===== src/rtl/riswitch_mem_pkg.sv =====
`default_nettype none
// ============================================================================
//  Module      : riswitch_mem_pkg
//  Description : Shared memory-op encodings, the LSU state type and an
//                access-size helper for the load/store control unit.
//  Revision    : 1.0  initial release
// ============================================================================
package riswitch_mem_pkg;

    // Load encodings (as presented on reqOp and memOp)
    localparam logic [2:0] M_LB  = 3'd0;
    localparam logic [2:0] M_LH  = 3'd1;
    localparam logic [2:0] M_LW  = 3'd2;
    localparam logic [2:0] M_LBU = 3'd4;
    localparam logic [2:0] M_LHU = 3'd5;

    // Store encodings reuse the load size codes
    localparam logic [2:0] M_SB  = 3'd0;
    localparam logic [2:0] M_SH  = 3'd1;
    localparam logic [2:0] M_SW  = 3'd2;

    typedef enum logic [1:0] {
        IDLE  = 2'd0,
        ISSUE = 2'd1,
        WAIT  = 2'd2,
        RESP  = 2'd3
    } lsu_state_t;

    // Access size in bytes; 0 marks an illegal op code
    function automatic logic [2:0] op_size(input logic [2:0] op);
        logic [2:0] sz;
        case (op)
            M_LB, M_LBU: sz = 3'd1;
            M_LH, M_LHU: sz = 3'd2;
            M_LW:        sz = 3'd4;
            default:     sz = 3'd0;
        endcase
        return sz;
    endfunction

endpackage : riswitch_mem_pkg
`default_nettype wire


===== src/rtl/lsu_load_align.sv =====
`default_nettype none
// ============================================================================
//  Module      : lsu_load_align
//  Description : Merges one load byte into the little-endian assembly buffer
//                and sign/zero-extends the merged word per the load op.
//  Revision    : 1.0  initial release
// ============================================================================
module lsu_load_align
    import riswitch_mem_pkg::*;
(
    input  logic [31:0] buf_i,     // bytes collected by earlier beats
    input  logic [7:0]  byte_i,    // byte returned by the current beat
    input  logic [1:0]  slot_i,    // byte lane the current beat fills
    input  logic [2:0]  op_i,      // original load op
    output logic [31:0] merged_o,  // buffer with the current byte inserted
    output logic [31:0] data_o     // merged word, extended per op_i
);

    // Drop the new byte into its lane of the assembly buffer
    always_comb begin
        merged_o = buf_i;
        merged_o[{slot_i, 3'b000} +: 8] = byte_i;
    end

    // Extend the assembled value to the full word width
    always_comb begin
        case (op_i)
            M_LB:    data_o = {{24{merged_o[7]}}, merged_o[7:0]};
            M_LBU:   data_o = {24'h000000, merged_o[7:0]};
            M_LH:    data_o = {{16{merged_o[15]}}, merged_o[15:0]};
            M_LHU:   data_o = {16'h0000, merged_o[15:0]};
            default: data_o = merged_o;
        endcase
    end

endmodule : lsu_load_align
`default_nettype wire


===== src/rtl/lsu_ctrl.sv =====
`default_nettype none
// ============================================================================
//  Module      : lsu_ctrl
//  Description : Load/store control unit in front of the data memory. Takes
//                one request at a time, drives the memory port from
//                registered state, and returns load data / store completion.
//                Optional macro LSU_MISALIGN_SPLIT_EN: misaligned accesses are
//                split into byte beats instead of being faulted.
//  Revision    : 1.0  initial release
// ============================================================================
module lsu_ctrl
    import riswitch_mem_pkg::*;
#(
    parameter int ADDR_W = 32,
    parameter int DATA_W = 32,   // only 32 is supported
    parameter int RD_LAT = 1     // 1..4
)(
    input  logic              clk,
    input  logic              rst,
    input  logic              reqValid,
    output logic              reqReady,
    input  logic [ADDR_W-1:0] reqAddr,
    input  logic [DATA_W-1:0] reqWdata,
    input  logic [2:0]        reqOp,
    input  logic              reqWe,
    output logic              rspValid,
    input  logic              rspReady,
    output logic [DATA_W-1:0] rspData,
    output logic              rspErr,
    output logic [ADDR_W-1:0] memAddr,
    output logic [DATA_W-1:0] memDin,
    output logic [2:0]        memOp,
    output logic              memWe,
    input  logic [DATA_W-1:0] memDout
);

    lsu_state_t        state_q;
    lsu_state_t        state_d;

    logic [ADDR_W-1:0] addr_q;
    logic [DATA_W-1:0] wdata_q;
    logic [2:0]        op_q;
    logic              we_q;
    logic              split_q;      // access is being serialised into bytes
    logic [1:0]        beat_q;       // current beat index
    logic [1:0]        last_beat_q;  // beat count minus one
    logic [1:0]        lat_q;        // read-latency counter within WAIT
    logic [DATA_W-1:0] buf_q;        // split-load byte assembly buffer
    logic [DATA_W-1:0] rspData_q;
    logic              rspErr_q;

    logic [2:0]        w_size;
    logic              w_illegal;
    logic              w_misaligned;
    logic              w_err;
    logic              w_split;
    logic              w_last_beat;
    logic              w_wait_done;
    logic [ADDR_W-1:0] w_beat_addr;
    logic [DATA_W-1:0] w_merged;
    logic [DATA_W-1:0] w_aligned;

    // Request classification, evaluated on the incoming request in IDLE
    assign w_size       = op_size(reqOp);
    assign w_illegal    = (w_size == 3'd0);
    assign w_misaligned = ((w_size == 3'd2) && reqAddr[0]) ||
                          ((w_size == 3'd4) && (reqAddr[1:0] != 2'b00));

`ifdef LSU_MISALIGN_SPLIT_EN
    assign w_err   = w_illegal;
    assign w_split = w_misaligned;
`else
    assign w_err   = w_illegal || w_misaligned;
    assign w_split = 1'b0;
`endif

    assign w_last_beat = (beat_q == last_beat_q);
    assign w_wait_done = (lat_q == 2'(RD_LAT - 1));
    // Byte-beat address wraps naturally at the top of the address space
    assign w_beat_addr = addr_q + ADDR_W'(beat_q);

    assign rspData = rspData_q;
    assign rspErr  = rspErr_q;

    lsu_load_align u_align (
        .buf_i    (buf_q),
        .byte_i   (memDout[7:0]),
        .slot_i   (beat_q),
        .op_i     (op_q),
        .merged_o (w_merged),
        .data_o   (w_aligned)
    );

    // State register
    always_ff @(posedge clk or posedge rst) begin
        if (rst) begin
            state_q <= IDLE;
        end else begin
            state_q <= state_d;
        end
    end

    // Next-state logic
    always_comb begin
        state_d = state_q;
        case (state_q)
            IDLE: begin
                if (reqValid) begin
                    state_d = w_err ? RESP : ISSUE;
                end
            end
            ISSUE: begin
                if (!we_q) begin
                    state_d = WAIT;
                end else if (w_last_beat) begin
                    state_d = RESP;
                end
            end
            WAIT: begin
                if (w_wait_done) begin
                    state_d = w_last_beat ? RESP : ISSUE;
                end
            end
            RESP: begin
                if (rspReady) begin
                    state_d = IDLE;
                end
            end
            default: state_d = IDLE;
        endcase
    end

    // Handshake and memory-port outputs, decoded from registered state only
    always_comb begin
        reqReady = 1'b0;
        rspValid = 1'b0;
        memWe    = 1'b0;
        memAddr  = '0;
        memDin   = '0;
        memOp    = 3'd0;
        case (state_q)
            IDLE: begin
                reqReady = 1'b1;
            end
            ISSUE, WAIT: begin
                // Address and op are held through WAIT for the memory read
                memAddr = split_q ? w_beat_addr : addr_q;
                memOp   = split_q ? (we_q ? M_SB : M_LBU) : op_q;
                if ((state_q == ISSUE) && we_q) begin
                    memWe  = 1'b1;
                    memDin = split_q ? (wdata_q >> {beat_q, 3'b000}) : wdata_q;
                end
            end
            RESP: begin
                rspValid = 1'b1;
            end
            default: ;
        endcase
    end

    // Request latch, beat/latency counters and response capture
    always_ff @(posedge clk or posedge rst) begin
        if (rst) begin
            addr_q      <= '0;
            wdata_q     <= '0;
            op_q        <= 3'd0;
            we_q        <= 1'b0;
            split_q     <= 1'b0;
            beat_q      <= 2'd0;
            last_beat_q <= 2'd0;
            lat_q       <= 2'd0;
            buf_q       <= '0;
            rspData_q   <= '0;
            rspErr_q    <= 1'b0;
        end else begin
            case (state_q)
                IDLE: begin
                    if (reqValid) begin
                        addr_q      <= reqAddr;
                        wdata_q     <= reqWdata;
                        op_q        <= reqOp;
                        we_q        <= reqWe;
                        split_q     <= w_split;
                        beat_q      <= 2'd0;
                        last_beat_q <= w_split ? 2'(w_size - 3'd1) : 2'd0;
                        lat_q       <= 2'd0;
                        buf_q       <= '0;
                        rspData_q   <= '0;
                        rspErr_q    <= w_err;
                    end
                end
                ISSUE: begin
                    lat_q <= 2'd0;
                    if (we_q && !w_last_beat) begin
                        beat_q <= beat_q + 2'd1;
                    end
                end
                WAIT: begin
                    if (!w_wait_done) begin
                        lat_q <= lat_q + 2'd1;
                    end else begin
                        buf_q <= w_merged;
                        if (w_last_beat) begin
                            // Aligned reads arrive already extended by the memory
                            rspData_q <= split_q ? w_aligned : memDout;
                        end else begin
                            beat_q <= beat_q + 2'd1;
                        end
                    end
                end
                default: ;
            endcase
        end
    end

endmodule : lsu_ctrl
`default_nettype wire


===== config.mk =====
export PLATFORM = sky130hd
export DESIGN_NAME = lsu_ctrl
export DESIGN_NICKNAME = d
export VERILOG_FILES = /design/src/rtl/riswitch_mem_pkg.sv /design/src/rtl/lsu_load_align.sv /design/src/rtl/lsu_ctrl.sv
export SDC_FILE = /design/constraint.sdc
export NUM_CORES = 1
export LEC_CHECK = 0
export CAP_MARGIN = 20
export CORE_MARGIN = 2
export CORE_UTILIZATION = 38
export CTS_CLUSTER_DIAMETER = 30
export CTS_CLUSTER_SIZE = 40
export DETAILED_ROUTE_END_ITERATION = 6
export GPL_TIMING_DRIVEN = 0
export PLACE_DENSITY = 0.79
export SLEW_MARGIN = 25
export SYNTH_ARGS = -nofsm -noshare
export SYNTH_HDL_FRONTEND = slang
export SYNTH_SLANG_ARGS = --single-unit

===== constraint.sdc =====
create_clock -name clk -period 3.55 [get_ports clk]
set_clock_uncertainty 0.1 [all_clocks]
set_input_delay 0.8875 -clock clk [delete_from_list [all_inputs] [get_ports clk]]
set_output_delay 0.8875 -clock clk [all_outputs]
set_load 0.01 [all_outputs]

* Word-level counts from Yosys, hierarchy flattened
Index checks and enable logic that the tools add are counted.
** Word-level totals
- Memories :: 0
- Output and inout port bits :: 103
- Bits in registers :: 107
- Memory bits (read-only) :: 0
- Word-level logic and storage cells :: 79
- Latch bits :: 0
- RAM bits :: 0
** Cells by class
- Add/subtract/negate cells :: 2
- Equal/unequal tests :: 17
- Divide/modulo/power cells :: 0
- Mux-type cells :: 28
- Shifts and indexed selects :: 0
- Reductions and logical operators :: 23
- Magnitude comparators :: 0
- $mul :: 0
- Bitwise logic cells :: 0
** Operators with widths (number)
- $mux W32 :: 6
- $pmux W32 S2 :: 1
- $mux W2 :: 12
- $ne A2 B2 Y1 const B :: 6
- $pmux W2 S3 :: 2
- $eq A3 B3 Y1 const B :: 3
- $pmux W3 S3 :: 1
- $pmux W2 S4 :: 1
- $reduce_and A4 Y1 :: 2
- $eq A3 B2 Y1 const B :: 2
- $logic_not A2 Y1 :: 3
- $logic_not A3 Y1 :: 2
- $reduce_or A2 Y1 :: 3
- $reduce_and A5 Y1 :: 1
- $add A2 B1 Y2 const B :: 2
- $eq A2 B2 Y1 const B :: 2
- $logic_and A1 B1 Y1 :: 4
- $mux W1 :: 4
- $reduce_bool A2 Y1 :: 2
- $eq A3 B1 Y1 const B :: 1
- $mux W3 :: 1
- $ne A3 B3 Y1 const B :: 1
- $reduce_and A3 Y1 :: 1
- $reduce_bool A3 Y1 :: 1
- other kinds (5) :: 6

* Logic depth before layout (Yosys ltp)
- Depth after elaboration :: 10
- Gate-level depth with buffers :: 9
- Mapped depth without buffers :: 6

* Worst setup path before layout
OpenSTA, ideal clock, no wires.
- Path kind :: reg-to-output
- From :: register state_q[0]
- To :: output memDin[22]
- Stages on the path, launching flop included :: 6
- Data arrival time :: 1.434 ns
- Setup slack :: 1.128 ns
- Cells stage by stage :: dfrtp_1 inv_1 ha_1 and3_1 clkbuf_1 and2_1
** On the way
- Longest elaborated chain between the ends :: 4
- Elaborated cells between the ends (all ways) :: 6
** RTL lines
- from (decl) :: line lsu_ctrl.sv:37 : lsu_state_t state_q;
- from (signal assigned) :: line lsu_ctrl.sv:99 : state_q <= state_d;
- $eq A2 B1 Y1 :: line lsu_ctrl.sv:141, lsu_ctrl.sv:149
- $logic_and A1 B1 Y1 :: line lsu_ctrl.sv:149 : if ((state_q == ISSUE) && we_q) begin
- $mux W32 :: line lsu_ctrl.sv:149
- $mux W32 * :: line lsu_ctrl.sv:141 : case (state_q)
- to (decl) :: line lsu_ctrl.sv:31 : output logic [DATA_W-1:0] memDin,
Every way passes the cells marked *; elsewhere a longest branch is shown, timed or not.

* Worst setup path after layout
- From :: register state_q[0]
- To :: output memAddr[3]
** On the way
- Longest elaborated chain between the ends :: 3
- Elaborated cells between the ends (all ways) :: 4
** RTL lines
- $eq A2 B1 Y1 / $eq A2 B2 Y1 (equally long branches) :: line lsu_ctrl.sv:141
- $reduce_or A2 Y1 * :: line lsu_ctrl.sv:141
- $mux W32 * :: line lsu_ctrl.sv:141
- to (decl) :: line lsu_ctrl.sv:30 : output logic [ADDR_W-1:0] memAddr,
Marked as above.

==> metrics.log <==
INFO  metric drtIter0Drc = about 150
INFO  metric grt_pass1_wl = 19.3 mm
INFO  metric metal_1_wl = 4.90 mm
INFO  metric crit_fanout = 10
INFO  metric placer_congestion = a little over 0.8
INFO  metric cts_max_path_buffers = 2
INFO  metric initial_core_util = 39.1%
INFO  metric num_vias = 3,814
INFO  metric timing.setup.critical_path_class = flip-flop to output pin
INFO  metric final_common_cell = sky130_fd_sc_hd__clkdlybuf4s50_1
INFO  metric cts.reportedPaths.clkPinSlew = 70 ps
INFO  metric number_of_buffers_inserted_for_hold_repair_after_clock_tree_synthesis = 0
INFO  metric topRoutingLayerUsed = met4
INFO  metric timing.max_slew.rel_slack = 59.4%
INFO  metric synthToLayoutAreaGrowth = 55.5%
INFO  metric grt_pass1_vias = 3,984
INFO  metric rsz0062_at_grt = false
INFO  metric timing_worst_slew_pin_value = 608 ps
INFO  metric io-pin-count = 207
INFO  metric vias_per_cell = 4.73
INFO  metric io_buffer_count = ~200
INFO  metric startpoint_type = flip-flop
INFO  metric worst-endpoint-arrival = 2420 ps
INFO  metric drive_above_1_share = around 17%
INFO  metric antenna_found_initial = 0
INFO  metric synth-seq-area-share = a little under three fifths
INFO  metric final_antenna_net_count = 0
INFO  metric tritoncts = done
INFO  metric post-cts-setup-buffers = 0
INFO  metric max_freq = between 200 and 300 MHz
INFO  metric p_leak = 0.00311 µW
INFO  metric floorplan.die_area = 0.0134 mm²
INFO  metric crit_path_end_kind = output pin
INFO  metric hp-class = flip-flop to flip-flop
INFO  metric final.min_clock_period = around 3400 ps
INFO  metric outcome = finished, final reports clean
INFO  metric cp_data_required_time = 2560 ps
INFO  metric place.detailed.hpwl = 9.36 mm
INFO  metric final-max-slew-violation-count = 0
INFO  metric timing.max_cap.violations = 0
INFO  metric gate_count_after_technology_mapping = 413
INFO  metric synthDistinctLibCells = 30
INFO  metric worst_path_max_delay_cell = sky130_fd_sc_hd__clkdlybuf4s50_1
INFO  metric cell_type_group_with_the_largest_total_delay_on_the_critical_path = buffers and inverters
INFO  metric fp-row-count = 40
INFO  metric met3RoutedLength = 787 µm
INFO  metric cts.root.buffer_cell = sky130_fd_sc_hd__clkbuf_16
INFO  metric placement.setup.worst_slack = ~140 ps
INFO  metric cts_num_sinks = 107
INFO  metric drt-wirelength-per-cell = 15.1 µm
INFO  metric die_w = 116 µm
INFO  metric synth.cell_area = 0.00473 mm²
INFO  metric cp_num_buf_inv = 4
INFO  metric grt_max_degree = 32
INFO  metric grtUsageTotal = 18.6%
INFO  metric post-route-worst-setup-slack = 142 ps
INFO  metric layout.nets = 743
INFO  metric finish.cell_count_without_fillers = 806
INFO  metric drtPass1Iterations = 4
INFO  metric globalRoute.totalOverflow = 0
INFO  metric maximum_cell_stage_delay_along_the_critical_path = 550 ps
INFO  metric yosys_register_bits = 107
INFO  metric mappedNetlistNets = approximately 520
INFO  metric routed-wl-met2 = 6.02 mm
INFO  metric mostFrequentLayoutCells = 206 x sky130_fd_sc_hd__clkdlybuf4s50_1, 107 x sky130_fd_sc_hd__dfrtp_1, 73 x sky130_fd_sc_hd__nand2_1, 68 x sky130_fd_sc_hd__mux2_2, 68 x sky130_fd_sc_hd__and2_1
INFO  metric critical_path.most_common_cell = sky130_fd_sc_hd__clkbuf_2
INFO  metric post_syn_area_per_cell = 11.5 µm²
INFO  metric place_inst = 790
INFO  metric antenna_cells = 0
INFO  metric power.density_cell_area = 814 mW/mm²
INFO  metric postRouteWirelength = 12.2 mm
INFO  metric remaining_drc_errors = 0
INFO  metric cts_buffers = 9
INFO  metric ys_warn_count = 0
INFO  metric power.ir.vdd_worst = between 0.0004 and 0.0005 V
INFO  metric setup_total_negative_slack = 0 ps
INFO  metric hold_viol_final = 0
INFO  metric core_area = 0.0121 mm²
INFO  metric crit_chain = inv_1 -> ha_1 -> clkbuf_2 -> clkbuf_2 -> and2_1 -> clkdlybuf4s50_1
INFO  metric final.period_utilization = about 96%
INFO  metric cts_max_level = 3
INFO  metric clk_latency = around 340 ps
INFO  metric setup_viol_count_final = 0
INFO  metric fp.dieH = 116 µm
==> layer usage <==
layer | up-vias | track usage, %
li1 | 1806 | -
met2 | 150 | 31.8
met3 | 33 | 4.60
met1 | 1825 | 21.5
met5 | - | 0
met4 | 0 | 10.3
==> synth_stat cells, drive strengths merged <==
cell,count,area [µm²]
and2,68,425
o21ai,33,165
nand2,73,274
o21a,1,7.51
nor3,1,10.0
a22o,1,8.76
and3,2,12.5
nand3,1,5.00
mux2,68,766
dfrtp,107,2680
a211oi,1,7.51
nand2b,1,6.26
a32o,1,10.0
inv,8,30.0
nor4,1,6.26
o31ai,1,7.51
and2b,2,15.0
a31oi,1,6.26
mux2i,3,30.0
ha,6,75.1
nor2,2,7.51
o22a,1,8.76
nor2b,1,6.26
clkbuf,10,37.5
a21o,1,7.51
buf,15,106
a21oi,3,15.0
==> registers in the layout, summed over array words and instances, names as in the netlist <==
name / count
rspData: 32
op_q: 3
addr_q: 32
beat_q: 2
state_q: 2
lat_q: 2
rspErr: 1
we_q: 1
wdata_q: 32
==> worst paths after layout <==
kind	slack, ps	cells after the start	startpoint	endpoint
worst max-delay path	140	6	state_q[0]	memAddr[3]
worst min-delay path	390	2	rspData[29]	rspData[29]
worst max register to register	1470	5	state_q[0]	addr_q[3]
worst min register to register	390	2	rspData[29]	rspData[29]
max in group asynchronous	1750	4	rst	addr_q[5]
min in group asynchronous	860	2	rst	wdata_q[22]
==> report_power, final <==
part | switching [µW] | internal (µW) | leakage, µW
clock network | 427 | 513 | 0.000137
registers | 223 | 1720 | 0.00133
logic | 1370 | 1730 | 0.00165
total | 2020 | 3970 | 0.00311
==> layout make-up <==
type	count	area, µm²
sequential	107	2680
clock inverter	2	10.0
buffer	25	153
fill	1004	4750
timing repair buffer	209	2130
multi-input combinational	273	1880
clock buffer	14	264
inverter	8	33.8
tap	168	210
==> per-stage QoR <==
step	total power [µW]	instance area, µm²	hold WS [ps]	utilization, %
after floorplan	3640	4740	366	-
after global placement	4980	7010	365	57.9
after detailed placement	5100	7080	376	58.4
after global routing	6410	7360	410	60.8
after CTS	6070	7360	391	60.7
final	5990	7360	388	60.8
==> kinds of logic after synthesis <==
| group | Yosys count | synth area share (%) |
|---|---|---|
| buf+inv | 33 | 3.67 |
| fa+ha+maj | 6 | 1.59 |
| compound gates | 44 | 5.15 |
| flops | 107 | 56.6 |
| simple gates | 152 | 16.2 |
| mux | 71 | 16.8 |
==> tightest hold or removal path: cells and delay by family (launching register included) <==
kind / cells / cell delay, ps
and+or+nand+nor: 1 / 50
AOI/OAI and AO/OA: 1 / 60
DFF: 1 / 340
==> timing repair <==
action / 4_1_cts / 5_1_grt
gates resized for setup: 4 / 7
endpoints found under the setup margin: 49 / 47
gates cloned: 0 / 0
No activity file was read; power rests on OpenSTA's default activity.
